[src/rtl/itim_pkg.sv]
// Shared types and constants for the ITIM port arbiter.
package itim_pkg;

  typedef enum logic {
    OWN_IFU = 1'b0,
    OWN_LSU = 1'b1
  } owner_e;

  localparam int unsigned ROM_ADDR_BITS_DEFAULT = 10;

  // Byte-address bit where the ITIM word index starts.
  localparam int unsigned WORD_LSB = 2;

  localparam int unsigned STARVE_CNT_W = 4;

endpackage

[src/rtl/itim_starve_ctr.sv]
// Saturating count of consecutive lost IFU arbitrations.
module itim_starve_ctr
  import itim_pkg::*;
#(
  parameter int unsigned LIMIT = 4
) (
  input  logic clk,
  input  logic reset,
  input  logic inc,
  input  logic clr,
  output logic at_limit
);

  logic [STARVE_CNT_W-1:0] cnt_q, cnt_d;

  always_comb begin
    cnt_d = cnt_q;
    if (clr) begin
      cnt_d = '0;
    end else if (inc && (cnt_q != STARVE_CNT_W'(LIMIT))) begin
      cnt_d = cnt_q + 1'b1;
    end
  end

  always_ff @(posedge clk) begin
    if (reset) begin
      cnt_q <= '0;
    end else begin
      cnt_q <= cnt_d;
    end
  end

  assign at_limit = (cnt_q == STARVE_CNT_W'(LIMIT));

endmodule

[src/rtl/itim_port_arbiter.sv]
// Shares a single-port synchronous ITIM between instruction fetch and load/store,
// with range/alignment/write-lock checks and a fixed 1-cycle response path.
module itim_port_arbiter
  import itim_pkg::*;
#(
  parameter int unsigned ROM_ADDR_BITS = ROM_ADDR_BITS_DEFAULT,
  parameter logic [31:0] BASE_ADDR     = 32'h0000_0000,
  parameter int unsigned STARVE_LIMIT  = 4
) (
  input  logic                     clk,
  input  logic                     reset,
  input  logic                     ifu_req_valid,
  output logic                     ifu_req_ready,
  input  logic [31:0]              ifu_req_addr,
  output logic                     ifu_resp_valid,
  output logic [31:0]              ifu_resp_rdata,
  output logic                     ifu_resp_err,
  input  logic                     lsu_req_valid,
  output logic                     lsu_req_ready,
  input  logic [31:0]              lsu_req_addr,
  input  logic                     lsu_req_wen,
  input  logic [31:0]              lsu_req_wdata,
  input  logic [3:0]               lsu_req_wmask,
  output logic                     lsu_resp_valid,
  output logic [31:0]              lsu_resp_rdata,
  output logic                     lsu_resp_err,
  input  logic                     wr_unlock,
  output logic                     mem_valid,
  output logic [ROM_ADDR_BITS-1:0] mem_addr,
  output logic                     mem_wen,
  output logic [31:0]              mem_wdata,
  output logic [3:0]               mem_wmask,
  input  logic [31:0]              mem_rdata
);

  localparam int unsigned TAG_LSB = ROM_ADDR_BITS + WORD_LSB;

  logic        hold_q;
  logic        block;
  logic        at_limit;
  logic        ifu_win, ifu_accept, lsu_accept, accept;
  logic [31:0] req_addr;
  logic        in_range, misaligned, wr_denied, req_err;
  owner_e      req_owner;

  logic        resp_valid_q, resp_err_q, resp_read_q;
  owner_e      resp_owner_q;

  // Requests stay blocked for one cycle after reset releases.
  always_ff @(posedge clk) begin
    hold_q <= reset;
  end

  assign block = reset | hold_q;

  assign ifu_win    = ifu_req_valid & (at_limit | ~lsu_req_valid);
  assign ifu_accept = ifu_win & ~block;
  assign lsu_accept = lsu_req_valid & ~ifu_win & ~block;
  assign accept     = ifu_accept | lsu_accept;

  assign ifu_req_ready = ifu_accept;
  assign lsu_req_ready = lsu_accept;

  itim_starve_ctr #(
    .LIMIT(STARVE_LIMIT)
  ) u_starve_ctr (
    .clk     (clk),
    .reset   (reset),
    .inc     (ifu_req_valid & ~ifu_accept),
    .clr     (block | ~ifu_req_valid | ifu_accept),
    .at_limit(at_limit)
  );

  assign req_owner  = lsu_accept ? OWN_LSU : OWN_IFU;
  assign req_addr   = lsu_accept ? lsu_req_addr : ifu_req_addr;
  assign in_range   = (req_addr[31:TAG_LSB] == BASE_ADDR[31:TAG_LSB]);
  assign misaligned = ifu_accept & (ifu_req_addr[1:0] != 2'b00);
  assign wr_denied  = lsu_accept & lsu_req_wen & ~wr_unlock;
  assign req_err    = ~in_range | misaligned | wr_denied;

  assign mem_valid = accept & ~req_err;
  assign mem_addr  = req_addr[TAG_LSB-1:WORD_LSB];
  assign mem_wen   = lsu_accept & lsu_req_wen;
  assign mem_wdata = lsu_accept ? lsu_req_wdata : 32'h0;
  assign mem_wmask = lsu_accept ? lsu_req_wmask : 4'h0;

  always_ff @(posedge clk) begin
    if (reset) begin
      resp_valid_q <= 1'b0;
      resp_err_q   <= 1'b0;
      resp_read_q  <= 1'b0;
      resp_owner_q <= OWN_IFU;
    end else begin
      resp_valid_q <= accept;
      resp_err_q   <= accept & req_err;
      resp_read_q  <= accept & ~req_err & ~mem_wen;
      resp_owner_q <= req_owner;
    end
  end

  // Outputs are gated by reset so a pending response is dropped immediately.
  always_comb begin
    ifu_resp_valid = 1'b0;
    ifu_resp_err   = 1'b0;
    ifu_resp_rdata = 32'h0;
    lsu_resp_valid = 1'b0;
    lsu_resp_err   = 1'b0;
    lsu_resp_rdata = 32'h0;
    if (resp_valid_q && !reset) begin
      if (resp_owner_q == OWN_LSU) begin
        lsu_resp_valid = 1'b1;
        lsu_resp_err   = resp_err_q;
        lsu_resp_rdata = resp_read_q ? mem_rdata : 32'h0;
      end else begin
        ifu_resp_valid = 1'b1;
        ifu_resp_err   = resp_err_q;
        ifu_resp_rdata = resp_read_q ? mem_rdata : 32'h0;
      end
    end
  end

endmodule

[config.mk]
export PLATFORM = sky130hd
export DESIGN_NAME = itim_port_arbiter
export DESIGN_NICKNAME = d
export VERILOG_FILES = /design/src/rtl/itim_pkg.sv /design/src/rtl/itim_starve_ctr.sv /design/src/rtl/itim_port_arbiter.sv
export SDC_FILE = /design/constraint.sdc
export NUM_CORES = 1
export LEC_CHECK = 0
export ABC_AREA = 1
export CAP_MARGIN = 30
export CORE_AREA = 4 4 96 98
export CTS_BUF_LIST = sky130_fd_sc_hd__clkbuf_8 sky130_fd_sc_hd__clkbuf_16
export CTS_CLUSTER_SIZE = 10
export DETAILED_ROUTE_END_ITERATION = 8
export DIE_AREA = 0 0 100 102
export GPL_ROUTABILITY_DRIVEN = 0
export HOLD_SLACK_MARGIN = 0.02
export PLACE_DENSITY = 0.85
export SETUP_SLACK_MARGIN = 0.5
export SYNTH_ARGS = -nofsm -noshare
export SYNTH_HDL_FRONTEND = slang
export SYNTH_HIERARCHICAL = 1
export SYNTH_SLANG_ARGS = --single-unit
[constraint.sdc]
create_clock -name clk -period 1.6 [get_ports clk]
set_clock_uncertainty 0.05 [all_clocks]
set_input_delay 0.24 -clock clk [delete_from_list [all_inputs] [get_ports clk]]
set_output_delay 0.24 -clock clk [all_outputs]
set_load 0.05 [all_outputs]
==> summary.md, run 1 <==
| Metric | Value |
|---|---|
| Run status | finished, violations left |
| Failing checks | setup timing |
| Post-synthesis cell count | 344 |
| Crit path largest cell delay | 0.33 ns |
| Top FF cell, synth | dfxtp_1 |
| Area share of the largest cell type after synthesis | 32.3% |
| Ports | between 200 and 300 |
| Vias/cell | 4.49 |
| Worst vdd ir | between 0.2 and 0.25 mV |
| Clk sinks | 9 |
| Initial Utilization | a little under a fifth |
| Fin. max-slew vios | 0 |
| Die X | approximately 100 um |
| Post-synth net total | ~480 |
| Initial DRC count | 69 |
| Final nets | 782 |
| Fin Hold WS | about 0.18 ns |
| Vias in the first global route | 3661 |
| Overall Power | approximately 1.7 mW |
| Max-slew headroom | approximately four fifths |
| Antenna violations before repair | 0 |
| Mean Syn Cell Area | 4.52 sq um |
| Largest net degree at the start of global routing | 24 |
| Worst path slowest cell | dfxtp_2 |
| Avg WL per Cell | 20.2 um |
| Final Hold Fails | 0 |
| Final core occ | 86.9% |
| Maximum clock rate | about 0.48 GHz |
| Clock transition at path regs | 0.05 ns |
| Crit path top cell by count | nand2_4 |
| Register area share after synthesis | ~12% |
| Hold Path Class | input port to register |
| Pleak | 2.83 nW |
| Via count of the routed design | 3364 |
| Overall routing resource usage | between 20% and 30% |
| EDFF count, synth | 0 |
| Worst-Skew Late Latency | between 0.2 and 0.25 ns |
| DRC viols | 0 |
| First-pass GRT wire length | 20200 um |
| Ant. Diodes | 0 |
| Synth top area cells | nor2_1, nand2_1, inv_1 |
| Area Growth Syn to Fin | 373% |
| Detailed placement HPWL | about 10000 um |
| Num CTS Buffers | 3 |
| Final Cell Area | 7360 sq um |
| Post-placement cell area | 6300 sq um |
| CORE AREA | between 8000 and 9000 sq um |
| Die area | about 10000 sq um |
| Commonest cells post-synth | nor2_1, nand2_1, inv_1 |
| CTS Hold Bufs | 0 |
| Routed Antenna Nets | 0 |
| Count leader, synth | nor2_1 |
| H-tree depth | 1 |
| Max clock buf depth | 2 |
| DRT Pass-1 Iters | 4 |
| Unrepaired setup endpoints after global routing | yes |
| Setup WS pre-CTS | -0.444 ns |
| Cell Count, Final, Fillers Out | between 700 and 800 |
| Drt total wl | ~15000 um |
| Setup crit end kind | output pin |
| Required time of the critical path | approximately 1.3 ns |
| Post-route minimum period | ~2.1 ns |
| Cell Pwr Density | around 220 nW/um^2 |
| Unique cell type count in the Yosys netlist | 23 |
| Number of port buffers | 253 |
| Setup TNS | -23.36 ns |
| Cell taking the most area after synthesis | nor2_1 |
| Share of cells above drive strength 1 | between 50 and 60% |
| Row count | 34 |
| CP arrival | 1.78 ns |
| Crit share post-route | 130% |
| Synthesized area | 1560 sq um |
| CTS tree | built |
| Post-placement cell count | 721 |
| Root buffer cell | clkbuf_8 |
| Critical-path cell list | inv_2 > ha_4 > nand3_4 > inv_4 > a21oi_4 > nand2_4 > nor2_1 > nand2_1 > nand2_2 > nand2_4 > nor2_4 > buf_12 |
| Worst-Margin Slew | about 0.31 ns |
| Critical-path maximum fanout | 6 |
| Post-synth ARST share | 0% |
| Startpoint type of the worst setup path | register |
| R2R Setup Slk | -0.26 ns |
| Setup violations, final | roughly 110 |
| Kind of critical path | register to output pin |
| Synth Register Bits | 9 |
| Chip Height | about 100 um |
| Max Cap Viol | 0 |
| Total grt overflow | 0 |
| Final setup margin | -0.474 ns |
| Synth warnings | 6 |
-- power breakdown --
| part | switching [mW] | internal (mW) |
|---|---|---|
| Combinational | 0.538 | 0.612 |
| Clock | 0.0981 | 0.168 |
| Sequential | 0.00701 | 0.229 |
-- metal layers --
metal / GRT usage (%) / up-vias / wire, um
met3: 5.60 / 46 / 1140
met2: 54.4 / 211 / 8670
li1: - / 1570 / -
met4: 8.60 / 0 / 702
met5: 0 / - / 0
met1: 24.3 / 1537 / 4610
-- repair_timing --
item                                   in CTS  in global routing
setup endpoints to repair                 126                126
setup buffers                              13                  6
gates cloned                                5                  0
resized for setup                         123                 45
endpoints found under the hold margin       0                  0
pin swaps                                  37                 26
-- cells in the final DEF, fill, tap and decap left out, types with 2 or more instances in the layout --
cell             instances
inv_4                    2
nand3_4                  2
nor2_1                  25
dfxtp_2                  3
nand2_2                 14
and2_1                   3
nand2_4                 20
nor2_4                 109
dfxtp_1                  4
nand2_1                 41
inv_1                   58
buf_4                   16
buf_6                   24
buf_8                   25
buf_12                 102
o21ai_2                  3
clkdlybuf4s50_1        134
clkbuf_8                 3
inv_2                    9
nand4_1                  2
nor2_2                   3
dfxtp_4                  2
nand2_8                 19
buf_16                   6
-- final cells by class --
type / instances / area [sq um]
multi-input combinational: 249 / 2380
clock buffer: 3 / 41.3
clock inverter: 1 / 3.75
sequential: 9 / 191
tap: 108 / 135
timing repair buffer: 308 / 4320
fill: 376 / 1110
inverter: 71 / 288
-- worst paths after layout --
path                            cells past startpoint                                  to                          startpoint
worst min register to register                      3  u_starve_ctr/cnt_q[3]$_SDFFE_PP0P_  u_starve_ctr/cnt_q[3]$_SDFFE_PP0P_
worst min-delay path                                1                      hold_q$_DFF_P_                               reset
worst max-delay path                               12                           mem_valid  u_starve_ctr/cnt_q[0]$_SDFFE_PP0P_
worst max register to register                     14  u_starve_ctr/cnt_q[2]$_SDFFE_PP0P_  u_starve_ctr/cnt_q[0]$_SDFFE_PP0P_
-- sequential cells by signal, indices dropped and copies added, names as in the netlist --
name	flops
resp_read_q	1
resp_err_q	1
hold_q	1
resp_valid_q	1
u_starve_ctr/cnt_q	4
resp_owner_q	1
-- cells by family after synthesis --
| kind of cell | share of synthesized area (%) |
|---|---|
| DFF | 11.6 |
| adders and majority gates | 1.61 |
| AOI/OAI and AO/OA | 3.46 |
| buffers and inverters | 22.5 |
| and+or+nand+nor | 60.8 |
-- worst max-delay path, delay by kind of cell (launching register included) --
kind                     cells  cell delay, ns
AO/OA/AOI/OAI                1            0.16
adder cells (fa/ha/maj)      1            0.16
buffers and inverters        3            0.25
flip-flops                   1            0.33
AND/OR/NAND/NOR              7            0.64
(Power assumes the default switching activity.)
==> run 2, diff against run 1 <==
--- a/config.mk
+++ b/config.mk
@@ -13,6 +13,7 @@
 export DETAILED_ROUTE_END_ITERATION = 8
 export DIE_AREA = 0 0 100 102
 export GPL_ROUTABILITY_DRIVEN = 0
+export GPL_TIMING_DRIVEN = 0
 export HOLD_SLACK_MARGIN = 0.02
 export PLACE_DENSITY = 0.85
 export SETUP_SLACK_MARGIN = 0.5
==> run 2 against run 1 <==
The flow still finishes with violations (setup timing). Cell area is 12% lower. Cell count is 0.13% lower. Wire length is 22% lower. Combinational power is 9.6% lower. Fmax is 1.0% higher. Register-to-register slack better by 0.15 ns. Sequential share of layout area is 0.40 points higher. Core utilization is 11 points lower. First-iteration DRC count is 54% lower. Critical path type unchanged. Largest cell class unchanged.
==> summary.md, run 2 (synthesized netlist as in run 1, its figures left out) <==
| Metric | Value |
|---|---|
| Setup crit end kind | output pin |
| Die area | 10200 sq um (unchanged) |
| DRC viols | 0 (unchanged) |
| Met3 wire length | 1040 um (-9.2%) |
| Fin. max-slew vios | 0 (unchanged) |
| Max FFs per register | 4 (unchanged) |
| Failing checks | setup timing |
| Hold Path Class | input port to register |
| Routed Antenna Nets | 0 (unchanged) |
| Setup TNS | -24.24 ns (-0.878 ns) |
| Required time of the critical path | 1.31 ns (about the same) |
| Die X | 100 um (unchanged) |
| Chip Height | 102 um (unchanged) |
| Sw power | 588 uW (-8.7%) |
| Ant. Diodes | 0 (unchanged) |
| Pleak | 2.64 nW (-6.5%) |
| Combinational share of power | 67.7% (-1.9 points) |
| DRT Pass-1 Iters | 4 (unchanged) |
| Detailed placement HPWL | 8780 um (-16%) |
| CP arrival | 1.76 ns (-0.02 ns) |
| Vias/cell | 4.38 (-2.5%) |
| Worst vdd ir | 0.220 mV (+4.9%) |
| Largest net degree at the start of global routing | 11 (-54%) |
| Setup WS pre-CTS | -1.11 ns (-0.669 ns) |
| RR Startpoint | u_starve_ctr/cnt_q[0]$_SDFFE_PP0P_ |
| H-tree depth | 1 (unchanged) |
| Share of cells above drive strength 1 | 55.9% (-1.9 points) |
| Run status | finished, violations left |
| Kind of critical path | register to output pin |
| Via count of the routed design | 3276 (-2.6%) |
| Share of total power in the clock network | 17.0% (+0.9 points) |
| Clock transition at path regs | 0.05 ns (about the same) |
| CTS Hold Bufs | 0 (unchanged) |
| Max-slew headroom | 83.0% (+3.4 points) |
| Crit share post-route | 128% (-1.3 points) |
| Top Layer Used | met4 |
| Maximum clock rate | 0.487 GHz (+1.0%) |
| Initial DRC count | 32 (-54%) |
| Area Growth Syn to Fin | 316% |
| Max clock buf depth | 2 (unchanged) |
| Flop pwr share | 15.3% (+1.0 points) |
| Final setup margin | -0.453 ns (+0.0209 ns) |
| Root buffer cell | clkbuf_8 |
| Final nets | 781 (-0.13%) |
| Row count | 34 (unchanged) |
| Unrepaired setup endpoints after global routing | yes |
| Startpoint type of the worst setup path | register |
| Setup violations, final | 117 (+4.5%) |
| Antenna violations before repair | 0 (unchanged) |
| Final Hold Fails | 0 (unchanged) |
| CTS tree | built |
| Vias in the first global route | 3189 (-13%) |
| Met1 wire length | 3420 um (-26%) |
| Post-route minimum period | 2.05 ns (-0.0209 ns) |
| Ports | 256 (unchanged) |
| WL met2 | 6960 um (-20%) |
| Cell Pwr Density | 238 nW/um^2 (+5.8%) |
| Avg WL per Cell | 15.8 um (-22%) |
| Most frequent cells in the layout | clkdlybuf4s50_1, nor2_4, buf_6 |
| Num CTS Buffers | 3 (unchanged) |
| Total grt overflow | 0 (unchanged) |
| Worst-Skew Late Latency | 0.24 ns (about the same) |
| Initial Utilization | 18.4% (unchanged) |
| Clk sinks | 9 (unchanged) |
| Internal Power | 950 uW (-5.9%) |
| Number of port buffers | 253 (unchanged) |
| Sw frac | 38.2% (-0.72 points) |
| Overall routing resource usage | 18.1% (-7.7 points) |
| Fill cells | 536 (+43%) |
| Most common cell after layout, fill and taps aside | clkdlybuf4s50_1 |
| Critical-path maximum fanout | 10 (+4) |
| Crit path from | u_starve_ctr/cnt_q[0]$_SDFFE_PP0P_ |
| CORE AREA | 8470 sq um (unchanged) |
| Worst-Margin Slew | 0.254 ns (-0.0519 ns) |
| First-pass GRT wire length | 14900 um (-26%) |
| Biggest register | u_starve_ctr/cnt_q |
| Min-delay src | reset |
| Drt total wl | 11800 um (-22%) |
| Max Cap Viol | 0 (unchanged) |
==> run 2: final timing paths <==
kind,endpoint,slack [ns],cells after the start
max,mem_wdata[11],-0.45,10
min,hold_q$_DFF_P_,0.17,1
max reg2reg,u_starve_ctr/cnt_q[1]$_SDFFE_PP0P_,-0.11,12
min reg2reg,u_starve_ctr/cnt_q[3]$_SDFFE_PP0P_,0.50,3
==> run 2: layer usage <==
layer	track usage, %	vias up
met5	0	-
met4	5.08	0
met2	39.6	196
li1	-	1569
met3	5.05	30
met1	15.6	1481
==> run 2: per-stage QoR <==
stage / power, mW / hold WS (ns) / instance area (sq um) / util, % / instances
global placement: 1.12 / 0.435 / 5370 / 63.4 / 705
global route: 1.59 / 0.178 / 6470 / 76.4 / 748
detailed placement: 1.13 / 0.457 / 5370 / 63.4 / 705
CTS: 1.43 / 0.349 / 5750 / 67.9 / 720
finish: 1.54 / 0.169 / 6470 / 76.4 / 748
floorplan: 0.668 / 0.218 / 2700 / - / 344
==> run 2: power by group through the flow <==
stage | Clock (mW) | Combinational, mW | Sequential, mW
finish | 0.262 | 1.04 | 0.235
CTS | 0.264 | 0.931 | 0.238
floorplan | 0 | 0.428 | 0.240
global placement | 0 | 0.880 | 0.240
global route | 0.265 | 1.09 | 0.236
detailed placement | 0 | 0.893 | 0.241
==> run 2: final cells by class <==
type                            count  area [sq um]  area share (%)
Inverter                           71           280            4.33
Buffer                             15           292            4.51
Clock inverter                      1          3.75          0.0580
Multi-Input combinational cell    250          2110            32.6
Timing Repair Buffer              290          3410            52.6
Timing Repair inverter              1          11.3           0.174
Tap cell                          108           135            2.09
Clock buffer                        3          41.3           0.638
Sequential cell                     9           194            3.00
==> run 2: repair_timing <==
| action | 4_1_cts | 5_1_grt |
|---|---|---|
| setup endpoints to repair | 126 | 126 |
| cloned | 3 | 7 |
| pin swaps | 7 | 36 |
| resized for setup | 840 | 121 |
| setup buffers | 8 | 21 |
==> run 2: worst max-delay path, stage by stage, from the launching register on <==
cell     delay, ns
dfxtp_2       0.33
inv_2         0.05
ha_4          0.16
nand3_4       0.07
inv_4         0.04
a21oi_4       0.14
nand2_4       0.13
buf_4         0.17
buf_12        0.15
nor2_4        0.12
buf_8         0.16
